### src/rtl/note_display_tracker_pkg.sv
// Shared constants and slot record layout for the note tracker and the wave display.
package note_display_tracker_pkg;

    localparam int NUM_SLOTS = 8;
    localparam int NOTE_W    = 6;
    localparam int DUR_W     = 6;

    localparam logic [NOTE_W-1:0] REST_ID = 6'd0;

    typedef struct packed {
        logic              valid;
        logic [NOTE_W-1:0] note;
        logic [DUR_W-1:0]  remaining;
    } slot_t;

    // A note is playable only if it is not a rest and has a non-zero length.
    function automatic logic is_playable(input logic [NOTE_W-1:0] note,
                                         input logic [DUR_W-1:0]  dur);
        return (note != REST_ID) && (dur != 6'd0);
    endfunction

endpackage

### src/rtl/note_slot.sv
// One tracked note: storage plus beat countdown; a load overrides the post-beat value.
module note_slot #(
    parameter int NOTE_W = 6,
    parameter int DUR_W  = 6
) (
    input  logic              clk,
    input  logic              reset,
    input  logic              beat,
    input  logic              load,
    input  logic [NOTE_W-1:0] load_note,
    input  logic [DUR_W-1:0]  load_dur,
    output logic              valid,
    output logic [NOTE_W-1:0] note,
    output logic              post_valid,
    output logic [DUR_W-1:0]  post_remaining
);

    logic              valid_r;
    logic [NOTE_W-1:0] note_r;
    logic [DUR_W-1:0]  remaining_r;

    logic              post_valid_s;
    logic [NOTE_W-1:0] post_note_s;
    logic [DUR_W-1:0]  post_remaining_s;

    logic              valid_n_s;
    logic [NOTE_W-1:0] note_n_s;
    logic [DUR_W-1:0]  remaining_n_s;

    // State after this edge's beat, before any allocation is applied.
    always_comb begin
        post_valid_s     = valid_r;
        post_note_s      = note_r;
        post_remaining_s = remaining_r;
        if (valid_r && beat) begin
            if (remaining_r == {{(DUR_W-1){1'b0}}, 1'b1}) begin
                post_valid_s     = 1'b0;
                post_note_s      = {NOTE_W{1'b0}};
                post_remaining_s = {DUR_W{1'b0}};
            end else begin
                post_remaining_s = remaining_r - {{(DUR_W-1){1'b0}}, 1'b1};
            end
        end else begin
            post_remaining_s = remaining_r;
        end
    end

    // Allocation or reload lands on top of the decremented state.
    always_comb begin
        valid_n_s     = post_valid_s;
        note_n_s      = post_note_s;
        remaining_n_s = post_remaining_s;
        if (load) begin
            valid_n_s     = 1'b1;
            note_n_s      = load_note;
            remaining_n_s = load_dur;
        end else begin
            valid_n_s     = post_valid_s;
        end
    end

    // Slot register with synchronous clear.
    always_ff @(posedge clk) begin
        if (reset) begin
            valid_r     <= 1'b0;
            note_r      <= {NOTE_W{1'b0}};
            remaining_r <= {DUR_W{1'b0}};
        end else begin
            valid_r     <= valid_n_s;
            note_r      <= note_n_s;
            remaining_r <= remaining_n_s;
        end
    end

    assign valid          = valid_r;
    assign note           = note_r;
    assign post_valid     = post_valid_s;
    assign post_remaining = post_remaining_s;

endmodule

### src/rtl/note_display_tracker.sv
// Tracks up to NUM_SLOTS sounding notes and publishes them to the wave display,
// updating the display image only during vertical blanking.
module note_display_tracker #(
    parameter int NUM_SLOTS = note_display_tracker_pkg::NUM_SLOTS,
    parameter int NOTE_W    = note_display_tracker_pkg::NOTE_W,
    parameter int DUR_W     = note_display_tracker_pkg::DUR_W
) (
    input  logic                        clk,
    input  logic                        reset,
    input  logic                        new_note,
    input  logic [NOTE_W-1:0]           note_in,
    input  logic [DUR_W-1:0]            duration_in,
    input  logic                        beat,
    input  logic                        vsync,
    output logic [NUM_SLOTS*NOTE_W-1:0] notes_to_display,
    output logic [3:0]                  active_count,
    output logic                        overflow
);

    import note_display_tracker_pkg::*;

    localparam int IDX_W = (NUM_SLOTS > 1) ? $clog2(NUM_SLOTS) : 1;

    logic [NUM_SLOTS-1:0] valid_s;
    logic [NUM_SLOTS-1:0] post_valid_s;
    logic [NUM_SLOTS-1:0] load_s;
    logic [NOTE_W-1:0]    note_s         [NUM_SLOTS];
    logic [DUR_W-1:0]     post_remaining_s [NUM_SLOTS];

    logic                 accept_s;
    logic                 hit_s;
    logic [IDX_W-1:0]     hit_idx_s;
    logic                 free_s;
    logic [IDX_W-1:0]     free_idx_s;
    logic [IDX_W-1:0]     evict_idx_s;
    logic [DUR_W-1:0]     evict_min_s;
    logic                 evict_s;
    logic [3:0]           count_n_s;
    logic [NUM_SLOTS*NOTE_W-1:0] packed_s;

    logic [NUM_SLOTS*NOTE_W-1:0] notes_to_display_r;
    logic [3:0]                  active_count_r;
    logic                        overflow_r;

    for (genvar g = 0; g < NUM_SLOTS; g++) begin : g_slot
        note_slot #(
            .NOTE_W (NOTE_W),
            .DUR_W  (DUR_W)
        ) u_slot (
            .clk            (clk),
            .reset          (reset),
            .beat           (beat),
            .load           (load_s[g]),
            .load_note      (note_in),
            .load_dur       (duration_in),
            .valid          (valid_s[g]),
            .note           (note_s[g]),
            .post_valid     (post_valid_s[g]),
            .post_remaining (post_remaining_s[g])
        );
    end

    assign accept_s = new_note && (note_in != REST_ID) && (duration_in != {DUR_W{1'b0}});

    // Match, free-slot and eviction searches all look at the post-beat state.
    always_comb begin
        hit_s       = 1'b0;
        hit_idx_s   = {IDX_W{1'b0}};
        free_s      = 1'b0;
        free_idx_s  = {IDX_W{1'b0}};
        evict_idx_s = {IDX_W{1'b0}};
        evict_min_s = post_remaining_s[0];
        for (int i = 0; i < NUM_SLOTS; i++) begin
            if (!hit_s && post_valid_s[i] && (note_s[i] == note_in)) begin
                hit_s     = 1'b1;
                hit_idx_s = IDX_W'(i);
            end else begin
                hit_s     = hit_s;
            end
            if (!free_s && !post_valid_s[i]) begin
                free_s     = 1'b1;
                free_idx_s = IDX_W'(i);
            end else begin
                free_s     = free_s;
            end
            // Strict compare keeps the lowest index on ties.
            if (post_remaining_s[i] < evict_min_s) begin
                evict_min_s = post_remaining_s[i];
                evict_idx_s = IDX_W'(i);
            end else begin
                evict_min_s = evict_min_s;
            end
        end
    end

    // Choose which single slot, if any, takes the incoming note.
    always_comb begin
        load_s  = {NUM_SLOTS{1'b0}};
        evict_s = 1'b0;
        if (accept_s) begin
            if (hit_s) begin
                load_s[hit_idx_s] = 1'b1;
            end else if (free_s) begin
                load_s[free_idx_s] = 1'b1;
            end else begin
                load_s[evict_idx_s] = 1'b1;
                evict_s             = 1'b1;
            end
        end else begin
            evict_s = 1'b0;
        end
    end

    // Occupancy after this edge and the display image of the current state.
    always_comb begin
        count_n_s = 4'd0;
        packed_s  = {(NUM_SLOTS*NOTE_W){1'b0}};
        for (int i = 0; i < NUM_SLOTS; i++) begin
            if (post_valid_s[i] || load_s[i]) begin
                count_n_s = count_n_s + 4'd1;
            end else begin
                count_n_s = count_n_s;
            end
            if (valid_s[i]) begin
                packed_s[i*NOTE_W +: NOTE_W] = note_s[i];
            end else begin
                packed_s[i*NOTE_W +: NOTE_W] = {NOTE_W{1'b0}};
            end
        end
    end

    // Output registers; the display image only refreshes during blanking.
    always_ff @(posedge clk) begin
        if (reset) begin
            notes_to_display_r <= {(NUM_SLOTS*NOTE_W){1'b0}};
            active_count_r     <= 4'd0;
            overflow_r         <= 1'b0;
        end else begin
            if (!vsync) begin
                notes_to_display_r <= packed_s;
            end else begin
                notes_to_display_r <= notes_to_display_r;
            end
            active_count_r <= count_n_s;
            overflow_r     <= evict_s;
        end
    end

    assign notes_to_display = notes_to_display_r;
    assign active_count     = active_count_r;
    assign overflow         = overflow_r;

endmodule

### config.mk
export PLATFORM = sky130hd
export DESIGN_NAME = note_display_tracker
export DESIGN_NICKNAME = d
export VERILOG_FILES = /design/src/rtl/note_display_tracker_pkg.sv /design/src/rtl/note_slot.sv /design/src/rtl/note_display_tracker.sv
export SDC_FILE = /design/constraint.sdc
export NUM_CORES = 1
export LEC_CHECK = 0
export ABC_AREA = 0
export BUFFER_PORTS_ARGS = -buffer_cell sky130_fd_sc_hd__buf_2
export CORE_MARGIN = 2
export CORE_UTILIZATION = 56
export DETAILED_ROUTE_END_ITERATION = 7
export PLACE_DENSITY = 0.77
export RECOVER_POWER = 25
export SYNTH_ARGS = -nofsm -noshare
export SYNTH_HDL_FRONTEND = slang
export SYNTH_HIERARCHICAL = 1
export SYNTH_SLANG_ARGS = --single-unit
### constraint.sdc
create_clock -name clk -period 14.5 [get_ports clk]
set_clock_uncertainty 0.15 [all_clocks]
set_input_delay 2.9 -clock clk [delete_from_list [all_inputs] [get_ports clk]]
set_output_delay 2.9 -clock clk [all_outputs]
set_load 0.05 [all_outputs]
==> results of run 1 <==
## stage by stage
| step | setup slack, ps | hold WS, ps |
|---|---|---|
| 3_5_place_dp | -379 | 321 |
| 5_1_grt | -230 | 360 |
| 4_1_cts | 8.66 | 336 |
| 3_3_place_gp | 51.9 | 312 |
| 2_1_floorplan | 128 | 322 |
| 6_report | 392 | 331 |
## flip-flops by register name (all words and copies together) (netlist names)
name,count
g_slot.u_slot/remaining_r,48
notes_to_display,48
active_count,4
overflow,1
g_slot.u_slot/valid,8
g_slot.u_slot/note,48
## report_power, final
part | total (W) | internal (W) | leakage [nW] | switching (W)
Clock | 0.000447 | 0.000248 | 0.285 | 0.000200
Combinational | 0.00102 | 0.000448 | 3.35 | 0.000574
Sequential | 0.000452 | 0.000440 | 1.27 | 0.0000118
## worst max path at each step
stage               start                                         end  slack (ps)
global route         beat       g_slot[1].u_slot/note[3]$_SDFFE_PP0P_        -230
detailed placement   beat  g_slot[1].u_slot/remaining_r[1]$_SDFF_PP0_        -380
floorplan            beat  g_slot[7].u_slot/remaining_r[3]$_SDFF_PP0_         130
finish               beat  g_slot[1].u_slot/remaining_r[4]$_SDFF_PP0_         390
CTS                  beat       g_slot[2].u_slot/note[2]$_SDFFE_PP0P_           9
global placement     beat  g_slot[1].u_slot/remaining_r[1]$_SDFF_PP0_          50
## layer usage
| metal | part of all wire | vias to the layer above | GRT usage |
|---|---|---|---|
| met5 | 0 | - | 0 |
| met2 | 0.45 | 429 | 0.437 |
| li1 | - | 5125 | - |
| met1 | 0.46 | 4854 | 0.397 |
| met3 | 0.065 | 63 | 0.0333 |
| met4 | 0.026 | 0 | 0.0943 |
## cells by family after synthesis
kind of cell	Yosys count	synth area share
xor gates and xnor gates	78	0.0656
muxes	33	0.0362
buffers and inverters	151	0.0577
and+or+nand+nor	585	0.259
DFF	157	0.292
AOI/OAI and AO/OA	363	0.231
adders and majority gates	51	0.0589
## cell usage in the layout (no fill, tap or decap), types with 10 or more instances in the layout
master	instances
nor2_1	188
nand2_1	179
a21oi_1	157
dfxtp_1	157
inv_1	85
nand3_1	82
buf_2	48
ha_1	46
buf_4	45
xor2_1	38
xnor2_1	37
o21ai_0	28
o21a_1	24
nor3_1	21
clkbuf_1	20
a31oi_1	17
clkbuf_16	17
mux2_2	14
a21o_1	12
nand4_1	12
nor3_2	10
## critical path: cells and delay by family
kind            cells  cell delay, ps
xor+xnor            1             180
mux                 3             830
simple gates       20            2990
compound gates     24            4390
buf+inv             6             730
fa+ha+maj           8            2310
## final cells by class
cell class | count | share of cell area
inverter | 90 | 0.0276
timing repair buffer | 118 | 0.0576
multi-input combinational | 1110 | 0.587
clock inverter | 14 | 0.0122
tap | 234 | 0.0239
sequential | 157 | 0.256
clock buffer | 18 | 0.0358
## repair_timing
item / 4_1_cts / 5_1_grt
gates resized for setup: 0 / 60
endpoints found under the setup margin: 0 / 108
setup buffers: 0 / 11
==> results.ini, run 1 <==
[cells_and_area]
layoutNonFillerInstCount = 1741
final-seq-area_mm2 = 0.00314
multi_input_area_mm2 = 0.00719
antenna_cells = 0
fin_nets = 1560
final_cell_area_mm2 = 0.0123
drive_gt1_frac = 0.182
area_growth_pct = 14.0
fill_cells = 1582
utilization = 0.653

[pwr]
leakage_nw = 4.90
p_total_w = 0.00192
peakVddDrop_mv = 0.154
p_per_area_mw_per_mm2 = 157

[floorplan]
die_y_um = 143
fp.coreArea_mm2 = 0.0188
ios = 70
initial_core_util = 0.573
die_w_um = 143
fp.dieArea_mm2 = 0.0203
rows = 50

[worst_setup_path]
cp.required_ps = 14730
worstReg2RegEnd = g_slot[1].u_slot/remaining_r[4]$_SDFF_PP0_
cp_max_fo = 11
cpPeakStageDelay_ps = 500
r2r_slack_ps = 2330
timing.rr.start = g_slot[0].u_slot/valid$_SDFF_PP0_
crit_path_end_kind = flop
cp_slowest_cell = or4_4
crit_type = in -> reg
crit_top_cell = nand2_1
arrival_ps = 14340
r2r_cells = 61
cp-start-kind = input pin

[grt]
grt_pass1_vias = 9093
grt_pass1_wl_mm = 46.0
grt_remaining_overflow = 0
antenna_found_initial = 0
grt_max_degree = 97
grt_usage = 0.279

[logic_synthesis]
synth_ff_type = dfxtp_1
synth_area_leaders = dfxtp_1, a21oi_1, nor2_1
yosysTopAreaCell = dfxtp_1
syn_avg_cell_area_um2 = 7.59
ys_seq_area_frac = 0.292
yosys_register_bits = 157
synthCells = 1418
synthesis.area_mm2 = 0.0108
synth_most_common_cell = nor2_1
netlist_top_cells_count = nor2_1, nand2_1, a21oi_1
synth.distinct_cells = 84
asyncSetResetFlopFracSynth = 0
yosys.area.top_type_share = 0.292
synth_nets = 1484
yosys_warnings = 6
synth_edf_count = 0

[route]
postRouteAntennaNets = 0
wire_per_inst_um = 17.0
drt_iter0_markers = 971
dr.pass1.iters = 5
wirelength_mm = 29.6
drt-vias-per-instance = 6.01
via_count = 10500
drc = 0

[clock_tree]
tritoncts = done
holdBufCountCts = 0
clk_latency_ps = 430
numClockSinks = 157
htreeDepth = 4
clock_path_buffers = 2
root_buffer = clkbuf_16
cts_buffers = 17
clkSlewWorstSetupHoldPaths_ps = 70

[timing]
worst_slew_pin_slew_ps = 3540
hold_viol = 0
setup_violations = 0
period_share = 0.973
fin_crit_ps = 14110
relSlewSlack = -1.36
finalSetupTns_ps = 0
fmax_mhz = 70.9
drv_slew = 97

[placed_design]
gp_congestion = 0.913
dp_cells = 1698
placed_area_mm2 = 0.0114
io_buffers = 69
dp_hpwl_mm = 20.4

[outcome]
violations = max-capacitance violations, max-slew violations
outcome = finished with violations

[worst_hold_path]
min_to = notes_to_display[34]$_SDFFE_PP0N_
hold_depth = 2
hp-class = reg -> reg
min_from = notes_to_display[34]$_SDFFE_PP0N_

[flow_run]
drv_cap = 1

Note: power is estimated with default switching activity, not from simulation.
==> run 2, diff against run 1 <==
--- a/config.mk
+++ b/config.mk
@@ -8,11 +8,12 @@
 export ABC_AREA = 0
 export BUFFER_PORTS_ARGS = -buffer_cell sky130_fd_sc_hd__buf_2
 export CORE_MARGIN = 2
-export CORE_UTILIZATION = 56
+export CORE_UTILIZATION = 57
+export CTS_BUF_LIST = sky130_fd_sc_hd__clkbuf_2
 export DETAILED_ROUTE_END_ITERATION = 7
-export PLACE_DENSITY = 0.77
+export HOLD_SLACK_MARGIN = 0.03
+export PLACE_DENSITY = 0.79
 export RECOVER_POWER = 25
 export SYNTH_ARGS = -nofsm -noshare
 export SYNTH_HDL_FRONTEND = slang
-export SYNTH_HIERARCHICAL = 1
 export SYNTH_SLANG_ARGS = --single-unit
==> run 2 against run 1 <==
Core utilization increased by 8.9 points. Combinational power rose to 2.7 times the previous value. Largest cell class unchanged. Sequential share of layout area fell by 2.1 points. The run ends with max-capacitance violations, max-slew violations, negative setup slack left. Synthesized cell count shrank 1.1%.
==> results.ini, run 2 <==
[pwr]
peakVddDrop_mv = 0.343  ; +120%
p_total_w = 0.00345  ; +79%
p_int_w = 0.00196  ; +73%
switching_share = 0.430  ; +0.0211
p_seq_frac = 0.130  ; -0.105
p_comb_frac = 0.802  ; +0.270
p_switching_w = 0.00148  ; +89%
p_per_area_mw_per_mm2 = 258  ; +65%
leakage_nw = 5.73  ; +17%
clkPwrFrac = 0.067  ; -0.166

[placed_design]
dp_hpwl_mm = 21.6  ; +5.8%
gp_congestion = 0.950  ; +4.0%
io_buffers = 69  ; unchanged
placed_area_mm2 = 0.0122  ; +7.0%
pre_cts_ws_ps = -1700  ; -1320 ps

[grt]
use_met2 = 0.515  ; +0.0782
grt_pass1_wl_mm = 50.2  ; +9.0%
antenna_found_initial = 1  ; +1
use_met3 = 0.0540  ; +0.0207
grt_remaining_overflow = 0  ; unchanged
grt_usage = 0.310  ; +0.0312
grt_pass1_vias = 10400  ; +15%
use_met1 = 0.406  ; +0.00889
busiest_layer = met2
grt_max_degree = 97  ; unchanged

[logic_synthesis]
asyncSetResetFlopFracSynth = 0  ; unchanged
synth.distinct_cells = 89  ; +6.0%
synth_xor_area_frac = 0.0611  ; -0.00447
synth_compound_area_frac = 0.205  ; -0.0263
synthCells = 1402  ; -1.1%
synth_top_family_by_area = simple AND/OR/NAND/NOR gates
ys_seq_area_frac = 0.301  ; +0.00893
yosys_register_bits = 157  ; unchanged
synth_nets = 1466  ; -1.2%
netlist_top_cells_count = nor2_1, nand2_1, dfxtp_1
synth_ff_type = dfxtp_1
muxShareOfSynthArea = 0.0514  ; +0.0153
synthesis.area_mm2 = 0.0104  ; -3.0%
syn_avg_cell_area_um2 = 7.44  ; -1.9%
yosys_warnings = 0  ; -6
synth_edf_count = 0  ; unchanged
yosys.area_share.simple = 0.278  ; +0.0194
synth_area_leaders = dfxtp_1, nor2_1, a21oi_1
yosysTopAreaCell = dfxtp_1
yosys.area.top_type_share = 0.301  ; +0.00893
synthAdderAreaFrac = 0.0573  ; -0.00156
synth_most_common_cell = nor2_1

[worst_setup_path]
r2r_cells = 77  ; +26%
cp.required_ps = 15020  ; +290 ps
cp_max_fo = 8  ; -3
arrival_ps = 16160  ; +1820 ps
cp_slowest_cell = or3_4
cpPeakStageDelay_ps = 370  ; -130 ps
crit_path_end_kind = flop
cp-start-kind = input pin
crit_type = in -> reg

[timing]
worst_slack_ps = -1140  ; -1530 ps
fin_crit_ps = 15640  ; +1530 ps
rsz0062_at_grt = yes
hold_viol = 0  ; unchanged
fmax_mhz = 64.0  ; -9.8%
worst_slew_pin_slew_ps = 3620  ; +77.8 ps
relSlewSlack = -1.41  ; -0.0519
period_share = 1.08  ; +0.105
setup_violations = 4  ; +4
drv_slew = 97  ; unchanged

[floorplan]
initial_core_util = 0.581  ; +0.00791
die_y_um = 139  ; -2.3%
rows = 49  ; -2.0%
ios = 70  ; unchanged
fp.coreArea_mm2 = 0.0180  ; -4.3%
fp.dieArea_mm2 = 0.0194  ; -4.5%
die_w_um = 139  ; -2.3%

[outcome]
violations = max-capacitance violations, max-slew violations, negative setup slack
outcome = finished with violations

[clock_tree]
clk_latency_ps = 800  ; +370 ps
clock_path_buffers = 2  ; unchanged
tritoncts = done
clkSlewWorstSetupHoldPaths_ps = 230  ; +160 ps
numClockSinks = 157  ; unchanged
htreeDepth = 4  ; unchanged
root_buffer = clkbuf_2
cts_buffers = 17  ; unchanged

[cells_and_area]
layout_common_cells = nor2_1, buf_4, dfxtp_1
fin_nets = 1697  ; +8.8%
final-seq-area_mm2 = 0.00314  ; unchanged
utilization = 0.742  ; +0.0887
fill_cells = 1251  ; -21%
final_common_cell = nor2_1
multi_input_area_mm2 = 0.00744  ; +3.5%
drive_gt1_frac = 0.275  ; +0.0928
area_growth_pct = 27.7
final_cell_area_mm2 = 0.0133  ; +8.7%

[route]
via_count = 11400  ; +8.4%
wire_per_inst_um = 17.2  ; +1.4%
postRouteAntennaNets = 0  ; unchanged
drt-vias-per-instance = 6.05  ; +0.62%
drt_iter0_markers = 1222  ; +26%
drc = 0  ; unchanged
dr.pass1.iters = 8  ; +3
wirelength_mm = 32.3  ; +9.2%

[worst_hold_path]
hp-class = reg -> reg
hold_depth = 2  ; unchanged

[flow_run]
drv_cap = 1  ; unchanged

## run 2: path summary, 6_finish.rpt
kind,start,endpoint,slack (ps)
min reg2reg,g_slot[4].u_slot.note[2]$_SDFFE_PP0P_,g_slot[4].u_slot.note[2]$_SDFFE_PP0P_,360
max reg2reg,g_slot[1].u_slot.remaining_r[5]$_SDFF_PP0_,active_count[2]$_SDFF_PP0_,220
min,g_slot[4].u_slot.note[2]$_SDFFE_PP0P_,g_slot[4].u_slot.note[2]$_SDFFE_PP0P_,360
max,beat,active_count[2]$_SDFF_PP0_,-1140
## run 2: layout make-up
type / instances / area share
multi-input combinational: 1119 / 0.558
sequential: 157 / 0.236
timing repair buffer: 292 / 0.155
tap: 229 / 0.0215
inverter: 46 / 0.0131
clock inverter: 15 / 0.00967
clock buffer: 17 / 0.00638
antenna: 1 / 0.000188
## run 2: kinds of logic after synthesis
logic type                 count (synthesis)
and+or+nand+nor                          619
adders and majority gates                 48
xor gates and xnor gates                  69
buffers and inverters                    126
DFF                                      157
AOI/OAI and AO/OA                        332
muxes                                     51
## run 2: critical path: cells and delay by family
kind,cells,cell delay [ps]
muxes,5,1440
AOI/OAI and AO/OA,30,4860
buffers and inverters,8,900
and+or+nand+nor,20,2720
xor gates and xnor gates,6,1090
adders and majority gates,9,2240
## run 2: power by group through the flow
| stage | registers, W | clock network (W) | logic [W] |
|---|---|---|---|
| after floorplan | 0.000458 | 0 | 0.00111 |
| after global placement | 0.000456 | 0 | 0.00172 |
| after detailed placement | 0.000456 | 0 | 0.00176 |
| after CTS | 0.000448 | 0.000232 | 0.00225 |
| after global routing | 0.000451 | 0.000246 | 0.00294 |
| final | 0.000449 | 0.000231 | 0.00276 |
## run 2: metal layers
layer	vias up	part of all wire
met4	0	0.036
met1	5293	0.42
met3	124	0.082
li1	5397	-
met2	539	0.46
met5	-	0
## run 2: stage by stage
stage / cells / hold slack [ps] / setup TNS [ps]
2_1_floorplan: 1402 / 295 / -4800
3_3_place_gp: 1782 / 312 / -5800
3_5_place_dp: 1782 / 322 / -15590
4_1_cts: 1856 / 360 / -926
5_1_grt: 1876 / 395 / -9260
6_report: 1876 / 360 / -3570
## run 2: timing repair
item | 4_1_cts | 5_1_grt
gates resized for setup | 44 | 54
hold buffers | 0 | 0
setup buffers | 42 | 20
endpoints found under the setup margin | 3 | 74
pin swaps | 46 | 28
